==> config.mk <==
export PLATFORM = sky130hd
export DESIGN_NAME = bcd_subtractor_serial
export DESIGN_NICKNAME = d
export VERILOG_FILES = /design/src/rtl/bcd_subtractor_serial_pkg.sv /design/src/rtl/bcd_subtractor_serial_digit_sub.sv /design/src/rtl/bcd_subtractor_serial.sv
export SDC_FILE = /design/constraint.sdc
export NUM_CORES = 1
export LEC_CHECK = 0
export ABC_AREA = 1
export BUFFER_PORTS_ARGS = -buffer_cell sky130_fd_sc_hd__buf_2
export CORE_MARGIN = 2
export CORE_UTILIZATION = 60
export CTS_CLUSTER_SIZE = 25
export DETAILED_ROUTE_END_ITERATION = 7
export PLACE_DENSITY = 0.84
export SYNTH_ARGS = -nofsm -noshare
export SYNTH_HDL_FRONTEND = slang
export SYNTH_SLANG_ARGS = --single-unit
==> constraint.sdc <==
create_clock -name clk -period 5.1 [get_ports clk]
set_clock_uncertainty 0.1 [all_clocks]
set_input_delay 0.51 -clock clk [delete_from_list [all_inputs] [get_ports clk]]
set_output_delay 0.51 -clock clk [all_outputs]
set_load 0.02 [all_outputs]
==> src/rtl/bcd_subtractor_serial_pkg.sv <==
// Shared definitions for the digit-serial BCD subtractor.
//   state_t    : control FSM states (IDLE, CALC)
//   BCD_MAX    : largest legal BCD digit value
//   BCD_RADIX  : decimal radix used for borrow correction
//   DIGIT_W    : bits per packed BCD digit
//   idx_width  : digit index counter width, never below 1
package bcd_subtractor_serial_pkg;

  typedef enum logic {
    IDLE = 1'b0,
    CALC = 1'b1
  } state_t;

  localparam int unsigned BCD_MAX   = 9;
  localparam int unsigned BCD_RADIX = 10;
  localparam int unsigned DIGIT_W   = 4;

  function automatic int unsigned idx_width(input int unsigned digits);
    return (digits > 1) ? $clog2(digits) : 1;
  endfunction

endpackage

==> src/rtl/bcd_subtractor_serial_digit_sub.sv <==
// bcd_digit_sub: combinational single-digit BCD subtract cell, d = a - b - bin.
//   a, b : BCD digits (0..9)
//   bin  : borrow in
//   d    : BCD result digit
//   bout : borrow out (raw difference was negative)
module bcd_digit_sub
  import bcd_subtractor_serial_pkg::*;
(
  input  logic [3:0] a,
  input  logic [3:0] b,
  input  logic       bin,
  output logic [3:0] d,
  output logic       bout
);

  logic [4:0] t;
  logic [4:0] t_corr;

  // 5-bit two's complement difference lies in -10..9 for legal digits
  always_comb begin
    t      = 5'(a) - 5'(b) - 5'(bin);
    t_corr = t + 5'(BCD_RADIX);
    bout   = t[4];
    d      = bout ? t_corr[3:0] : t[3:0];
  end

endmodule

==> src/rtl/bcd_subtractor_serial.sv <==
// bcd_subtractor_serial: digit-serial D = A - B - b0, LSD first, one digit per clock.
//   clk, rst_n : clock, async active-low reset
//   start      : request, sampled only in IDLE
//   A, B, b0   : packed BCD minuend, subtrahend, borrow-in
//   busy       : subtraction in progress
//   done       : one-cycle completion pulse
//   D          : packed BCD result (ten's complement when borrow_out)
//   borrow_out : final borrow
//   invalid    : last accepted request had a digit above 9
module bcd_subtractor_serial
  import bcd_subtractor_serial_pkg::*;
#(
  parameter int unsigned DIGITS = 4
) (
  input  logic                  clk,
  input  logic                  rst_n,
  input  logic                  start,
  input  logic [4*DIGITS-1:0]   A,
  input  logic [4*DIGITS-1:0]   B,
  input  logic                  b0,
  output logic                  busy,
  output logic                  done,
  output logic [4*DIGITS-1:0]   D,
  output logic                  borrow_out,
  output logic                  invalid
);

  localparam int unsigned W     = DIGIT_W * DIGITS;
  localparam int unsigned IDX_W = idx_width(DIGITS);

  state_t           state, state_nxt;
  logic [W-1:0]     a_sh, a_sh_nxt;
  logic [W-1:0]     b_sh, b_sh_nxt;
  logic [W-1:0]     acc, acc_nxt;
  logic             borrow_r, borrow_r_nxt;
  logic [IDX_W-1:0] idx, idx_nxt;
  logic             busy_nxt, done_nxt, borrow_out_nxt, invalid_nxt;
  logic [W-1:0]     d_nxt;

  logic             ops_ok_c;
  logic [3:0]       cell_d;
  logic             cell_bout;
  logic [W+3:0]     acc_ext;
  logic [W-1:0]     acc_shift;

  // Per-cycle datapath: low digit of each operand shift register
  bcd_digit_sub u_cell (
    .a    (a_sh[3:0]),
    .b    (b_sh[3:0]),
    .bin  (borrow_r),
    .d    (cell_d),
    .bout (cell_bout)
  );

  // New digit enters at the top; after DIGITS cycles digit 0 sits at [3:0]
  always_comb begin
    acc_ext   = {cell_d, acc};
    acc_shift = acc_ext[W+3:DIGIT_W];
  end

  // Every digit of both operands must be a legal BCD digit
  always_comb begin
    ops_ok_c = 1'b1;
    for (int i = 0; i < int'(DIGITS); i++) begin
      if (A[DIGIT_W*i +: DIGIT_W] > 4'(BCD_MAX) || B[DIGIT_W*i +: DIGIT_W] > 4'(BCD_MAX)) begin
        ops_ok_c = 1'b0;
      end
    end
  end

  // State register
  always_ff @(posedge clk or negedge rst_n) begin
    if (!rst_n) state <= IDLE;
    else        state <= state_nxt;
  end

  // Next-state, datapath and output logic
  always_comb begin
    state_nxt      = state;
    a_sh_nxt       = a_sh;
    b_sh_nxt       = b_sh;
    acc_nxt        = acc;
    borrow_r_nxt   = borrow_r;
    idx_nxt        = idx;
    busy_nxt       = busy;
    done_nxt       = 1'b0;
    d_nxt          = D;
    borrow_out_nxt = borrow_out;
    invalid_nxt    = invalid;

    case (state)
      IDLE: begin
        if (start) begin
          if (ops_ok_c) begin
            a_sh_nxt     = A;
            b_sh_nxt     = B;
            acc_nxt      = '0;
            borrow_r_nxt = b0;
            idx_nxt      = '0;
            busy_nxt     = 1'b1;
            state_nxt    = CALC;
          end else begin
            d_nxt          = '0;
            borrow_out_nxt = 1'b0;
            invalid_nxt    = 1'b1;
            done_nxt       = 1'b1;
          end
        end
      end
      CALC: begin
        a_sh_nxt     = a_sh >> DIGIT_W;
        b_sh_nxt     = b_sh >> DIGIT_W;
        acc_nxt      = acc_shift;
        borrow_r_nxt = cell_bout;
        idx_nxt      = idx + IDX_W'(1);
        if (idx == IDX_W'(DIGITS - 1)) begin
          idx_nxt        = '0;
          d_nxt          = acc_shift;
          borrow_out_nxt = cell_bout;
          invalid_nxt    = 1'b0;
          done_nxt       = 1'b1;
          busy_nxt       = 1'b0;
          state_nxt      = IDLE;
        end
      end
      default: begin
        state_nxt = IDLE;
        busy_nxt  = 1'b0;
      end
    endcase
  end

  // Working and output registers
  always_ff @(posedge clk or negedge rst_n) begin
    if (!rst_n) begin
      a_sh       <= '0;
      b_sh       <= '0;
      acc        <= '0;
      borrow_r   <= 1'b0;
      idx        <= '0;
      busy       <= 1'b0;
      done       <= 1'b0;
      D          <= '0;
      borrow_out <= 1'b0;
      invalid    <= 1'b0;
    end else begin
      a_sh       <= a_sh_nxt;
      b_sh       <= b_sh_nxt;
      acc        <= acc_nxt;
      borrow_r   <= borrow_r_nxt;
      idx        <= idx_nxt;
      busy       <= busy_nxt;
      done       <= done_nxt;
      D          <= d_nxt;
      borrow_out <= borrow_out_nxt;
      invalid    <= invalid_nxt;
    end
  end

endmodule

==> impl_metrics.py, run 1 <==
metrics = {
    "status": {
        "status": "finished, final reports clean",
    },
    "synthesis": {
        "synth_fp_nets": 403,
        "synthCells": 357,
        "synth_ff_type": "dfrtp_1",
        "synth_cell_types": 24,
        "syn_area_um2": 3340,
        "synth_top_cells_by_count": "nand2_1, dfrtp_1, inv_1, mux2i_1, o21ai_2",
        "seq_area_frac_synth": 0.509,
        "synth.area.top_cells": "dfrtp_1, nand2_1, mux2i_1",
        "synth-async-reset-ratio": 1.00,
        "yosysTopAreaCell": "dfrtp_1",
        "ys_ff_latch": 68,
        "synth_top_area_share": 0.509,
        "syn_area_per_cell_um2": 9.37,
        "synth_edf_count": 0,
        "yosysWarnings": 0,
        "synthMostInstantiatedCell": "nand2_1",
    },
    "grt": {
        "grt_max_degree": 72,
        "gr-total-overflow": 0,
        "grt_pass1_wl_um": 10700,
        "grtUsageMet3": 0.0678,
        "busiest_layer": "met2",
        "use_met2": 0.382,
        "grt.met1_usage": 0.273,
        "grt_pass1_vias": 2414,
        "antenna_found_initial": 0,
        "grt_util_all_layers": 0.225,
    },
    "floorplan": {
        "die_w_um": 78.7,
        "initial_core_util": 0.615,
        "ios": 56,
        "die_h_um": 78.7,
        "num_rows": 27,
        "die_area_um2": 6190,
        "core_area_um2": 5440,
    },
    "clocking": {
        "cts.sinks": 68,
        "cts_resized": 0,
        "cts_root_buf": "clkbuf_8",
        "cts_setup_buffers": 0,
        "path_clk_slew_ns": 0.08,
        "cts_buffer_depth": 2,
        "cts_hold_buffers": 0,
        "cts_tree": "built",
        "numCtsBuffers": 9,
        "htree_levels": 3,
        "worstSkewPairLatency_ns": 0.34,
    },
    "routing": {
        "vias_per_cell": 5.16,
        "drc": 0,
        "wl_um": 6150,
        "antenna_left": 0,
        "drt_first_pass_iters": 4,
        "vias": 2516,
        "wl_per_cell_um": 12.6,
        "drt_iter0_markers": 126,
    },
    "cells_and_area": {
        "syn2layout_area_growth_pct": 13.3,
        "final-seq-area_um2": 1700,
        "fillCellCount": 438,
        "num_antenna_cells": 0,
        "nets": 457,
        "drive_gt1_frac": 0.255,
        "stdcell_area_um2": 3790,
        "multiInputGateArea_um2": 1420,
    },
    "setup_path": {
        "r2r_start": "a_sh[0]",
        "path_max_fanout": 2,
        "worstSetupEndpointType": "flip-flop",
        "worstPathRequired_ns": 5.23,
        "path_class": "reg2reg",
        "endpoint": "D[14]",
        "r2r_setup_slack_ns": 2.76,
        "r2r_cells": 10,
        "r2r_end": "D[14]",
        "critPathArrivalTime_ns": 2.46,
        "startpoint": "a_sh[0]",
        "critPathLaunchType": "flip-flop",
    },
    "power_and_ir_drop": {
        "p_per_area_nw_per_um2": 472,
        "p_leak_uw": 0.00201,
        "ir_worst_vdd_mv": 0.249,
    },
    "timing": {
        "maxSlewHeadroom": 0.444,
        "maxSlewViolCount": 0,
        "finalSetupViolations": 0,
        "hold_violations": 0,
        "fin_crit_ns": 2.34,
        "fin_crit_sh": 0.458,
        "tns_ns": 0,
        "fmax_mhz": 428,
        "tightest_slew_ns": 0.834,
        "grt_setup_unrepaired": "false",
    },
    "hold_path": {
        "hold_class": "in2async",
    },
    "place": {
        "io_buffers": 55,
        "place.gp.congestion": 0.809,
        "dp_hpwl_um": 4260,
        "placed_area_um2": 3590,
    },
    "job": {
        "cap_violations": 0,
    },
}
[worst max-delay path, stage by stage (launching register included)]
cell     delay [ns]
dfrtp_1        0.40
fa_1           0.48
fa_1           0.39
inv_1          0.06
nand2_1        0.07
nand2_1        0.10
ha_1           0.23
o21ai_0        0.21
nor2_1         0.06
nand2_1        0.06
nand2_1        0.06
[state kept, by name, summed over array words and instances (netlist names)]
register / cells
borrow_out: 1
a_sh: 16
b_sh: 16
idx: 2
acc: 12
borrow_r: 1
D: 16
done: 1
busy: 1
invalid: 1
state: 1
[metal layers]
metal,up-vias,routed length [um]
li1,1263,-
met1,1182,2670
met2,61,3080
met3,10,313
met4,0,94
met5,-,0
[placed cells by master, fill, tap and decap left out, types with 9 or more instances in the layout]
master	Yosys	layout
dfrtp_1	68	67
nand2_1	133	133
o21ai_1	17	17
mux2i_1	24	24
o21ai_2	24	24
nand3_1	15	15
nor2_1	10	10
clkbuf_8	0	9
buf_2	2	55
inv_1	24	24
[cell families after synthesis]
| logic type | Yosys count | synth area share |
|---|---|---|
| and+or+nand+nor | 168 | 0.207 |
| DFF | 68 | 0.509 |
| AOI/OAI and AO/OA | 49 | 0.104 |
| buffers and inverters | 38 | 0.0670 |
| muxes | 24 | 0.0718 |
| adders and majority gates | 10 | 0.0419 |
[metrics by stage]
stage                     cells  hold WS [ns]  total power [uW]  setup WS (ns)   util
final                       488         0.233              1790           2.76  0.697
after CTS                   488         0.275              1810           2.74  0.697
after detailed placement    472         0.355              1360           2.77  0.660
after floorplan             357         0.114              1220           2.94      -
after global placement      472         0.351              1330           2.85  0.660
after global routing        488         0.305              1940           2.49  0.697
[worst min path at each step]
stage | depth (start not counted) | slack [ns] | endpoint
after floorplan | 0 | 0.11 | D[0]
after global placement | 2 | 0.35 | D[0]
after detailed placement | 2 | 0.36 | D[0]
after CTS | 2 | 0.28 | b_sh[7]
after global routing | 3 | 0.30 | b_sh[12]
final | 2 | 0.23 | b_sh[4]
[area by class of cell]
| cell class | instances | area share |
|---|---|---|
| Clock buffer | 9 | 0.0327 |
| Multi-Input combinational cell | 251 | 0.374 |
| Clock inverter | 7 | 0.0195 |
| Sequential cell | 68 | 0.449 |
| Timing Repair Buffer | 57 | 0.0766 |
| Tap cell | 72 | 0.0238 |
| Inverter | 24 | 0.0238 |
[report_power, final]
| part | switching (uW) | internal (uW) |
|---|---|---|
| logic | 332 | 224 |
| clock network | 214 | 228 |
| registers | 101 | 691 |
| total | 647 | 1140 |
(Power assumes the default switching activity.)
==> inputs of run 2 (changes only) <==
Settings changed: CORE_UTILIZATION 60 to 51, PLACE_DENSITY 0.84 to 0.76.
Clock period 5.1 ns to 2 ns, I/O delays scaled along.
==> run 2 against run 1 <==
  * The flow now finishes with violations (negative setup slack)
  * Power grew to 2.9 times the previous value
  * Utilization fell by 5.3 points
  * Sequential power rose to 2.6 times the previous value
  * Non-clock buffer count grew 19
  * Flip-flop and latch count did not move
  * Register-to-register slack worse by 2.9 ns
  * Worst setup slack worse by 2.9 ns
  * Critical endpoint is now D[13]
  * Wire length is 10% higher
  * Largest cell class unchanged
  * Die area up 17%
  * Critical path depth up 4
  * Final cell count increased by 4.9%
==> impl_metrics.py, run 2 (synthesis gave the netlist of run 1 again) <==
metrics = {
    "cells_and_area": {
        "drive_gt1_frac": 0.326,
        "syn2layout_area_growth_pct": 22.3,
        "stdcell_area_um2": 4090,
        "multiInputGateArea_um2": 1520,
        "reg.largest.list": "D x16, a_sh x16, b_sh x16",
        "final-seq-area_um2": 1700,
        "fillCellCount": 545,
        "layout_common_cells": "nand2_1, dfrtp_1, buf_2",
        "num_antenna_cells": 0,
        "nets": 476,
        "final_cells": 512,
        "final_common_cell": "nand2_1",
    },
    "routing": {
        "drc": 0,
        "antenna_left": 0,
        "drt_iter0_markers": 71,
        "vias_per_cell": 5.00,
        "wl_um": 6770,
        "wl_per_cell_um": 13.2,
        "vias": 2562,
        "drt_first_pass_iters": 4,
    },
    "timing": {
        "fin_crit_sh": 1.08,
        "fmax_mhz": 461,
        "maxSlewHeadroom": 0.645,
        "finalSetupViolations": 8,
        "maxSlewViolCount": 0,
        "worst_slack_ns": -0.168,
        "tightest_slew_ns": 0.532,
        "hold_violations": 0,
        "grt_setup_unrepaired": "true",
        "fin_crit_ns": 2.17,
    },
    "setup_path": {
        "r2r_cells": 14,
        "crit_cells": 14,
        "critPathLaunchType": "flip-flop",
        "crit_buf_inv": 2,
        "r2r_setup_slack_ns": -0.17,
        "worst_path_max_delay_cell": "fa_2",
        "endpoint": "D[13]",
        "cp_top_family": "adder cells",
        "crit_chain": "inv_2 -> fa_2 -> fa_2 -> inv_2 -> nand2_4 -> nand2_4 -> nand2_4 -> nand2_2 -> nand2_4 -> nand2_2 -> nand2_2 -> nor2_2 -> nand2_1 -> nand2_1",
        "worstPathRequired_ns": 2.19,
        "path_max_fanout": 5,
        "critPathArrivalTime_ns": 2.35,
        "worstSetupEndpointType": "flip-flop",
        "max_stage_delay_ns": 0.41,
        "r2r_end": "D[13]",
        "startpoint": "borrow_r",
        "r2r_start": "borrow_r",
        "path_class": "reg2reg",
        "cp_common_cell": "nand2_4",
    },
    "floorplan": {
        "initial_core_util": 0.527,
        "ios": 56,
        "die_w_um": 85.0,
        "num_rows": 29,
        "die_area_um2": 7220,
        "die_h_um": 85.0,
        "core_area_um2": 6350,
    },
    "job": {
        "cap_violations": 0,
    },
    "clocking": {
        "cts_tree": "built",
        "numCtsBuffers": 9,
        "path_clk_slew_ns": 0.07,
        "htree_levels": 3,
        "cts.sinks": 68,
        "cts_root_buf": "clkbuf_8",
        "worstSkewPairLatency_ns": 0.36,
        "cts_buffer_depth": 2,
    },
    "place": {
        "placed_area_um2": 3680,
        "place.gp.congestion": 0.816,
        "io_buffers": 55,
        "place_inst": 482,
        "dp_hpwl_um": 4550,
    },
    "power_and_ir_drop": {
        "p_per_area_nw_per_um2": 1290,
        "p_leak_uw": 0.00212,
        "ir_worst_vdd_mv": 0.670,
    },
    "status": {
        "violations": "negative setup slack",
        "status": "complete, but fails checks",
    },
    "grt": {
        "grt_max_degree": 45,
        "grt_pass1_vias": 2585,
        "grt_pass1_wl_um": 11600,
        "gr-total-overflow": 0,
        "grt_util_all_layers": 0.203,
        "antenna_found_initial": 0,
    },
    "hold_path": {
        "hold_class": "in2reg",
    },
}
-- run 2: cell count changes in the layout (fill, tap and decap cells not counted), sizes merged --
cell	before	now
dlygate4sd3	0	9
buf	57	67
inv	26	25
clkinv	3	4
-- run 2: where the power goes --
group,leakage (uW),internal (uW),switching (uW)
Combinational,0.00116,929,1170
Clock,0.000101,583,559
Sequential,0.000864,1760,258
Total,0.00212,3270,1990
-- run 2: metal layers --
layer  part of all wire  global-route usage  vias up
met5                  0                   0        -
met4              0.017              0.0693        0
met3              0.061              0.0603       13
met2               0.50               0.339       70
met1               0.43               0.253     1189
li1                   -                   -     1290
-- run 2: cell type report --
cell class	count	share of cell area
Multi-Input combinational cell	251	0.371
Timing Repair Buffer	76	0.118
Sequential cell	68	0.416
Inverter	24	0.0220
Tap cell	77	0.0236
Clock inverter	7	0.0187
Clock buffer	9	0.0303
-- run 2: worst min path at each step --
stage | from | to | slack (ns) | depth (start not counted)
finish | b0 | borrow_r | 0.04 | 3
global route | A[4] | a_sh[4] | 0.03 | 3
CTS | B[4] | b_sh[4] | 0.03 | 3
detailed placement | rst_n | D[13] | 0.11 | 1
global placement | rst_n | acc[14] | 0.11 | 1
floorplan | rst_n | D[0] | -0.20 | 0
-- run 2: repair_timing --
action,4_1_cts,5_1_grt
gates resized for setup,9,18
endpoints found under the setup margin,8,8
buffers inserted,2,3
hold endpoints to repair,28,0
pin swaps,6,13
hold buffers,9,0
-- run 2: stage by stage --
step	setup slack, ns	TNS, ns	total power, uW	utilization	hold WS (ns)
floorplan	-0.00611	-0.00898	3220	-	-0.196
global placement	-0.0972	-0.432	3560	0.580	0.106
detailed placement	-0.138	-0.736	3640	0.580	0.110
CTS	-0.0924	-0.401	4920	0.631	0.0264
global route	-0.299	-1.95	5680	0.644	0.0311
finish	-0.168	-0.917	5270	0.644	0.0354
-- run 2: worst register-to-register path, delay by kind of cell (launching register included) --
kind          cells  cell delay (ns)
simple gates     10             0.71
buf+inv           2             0.13
fa+ha+maj         2             0.80
flops             1             0.37
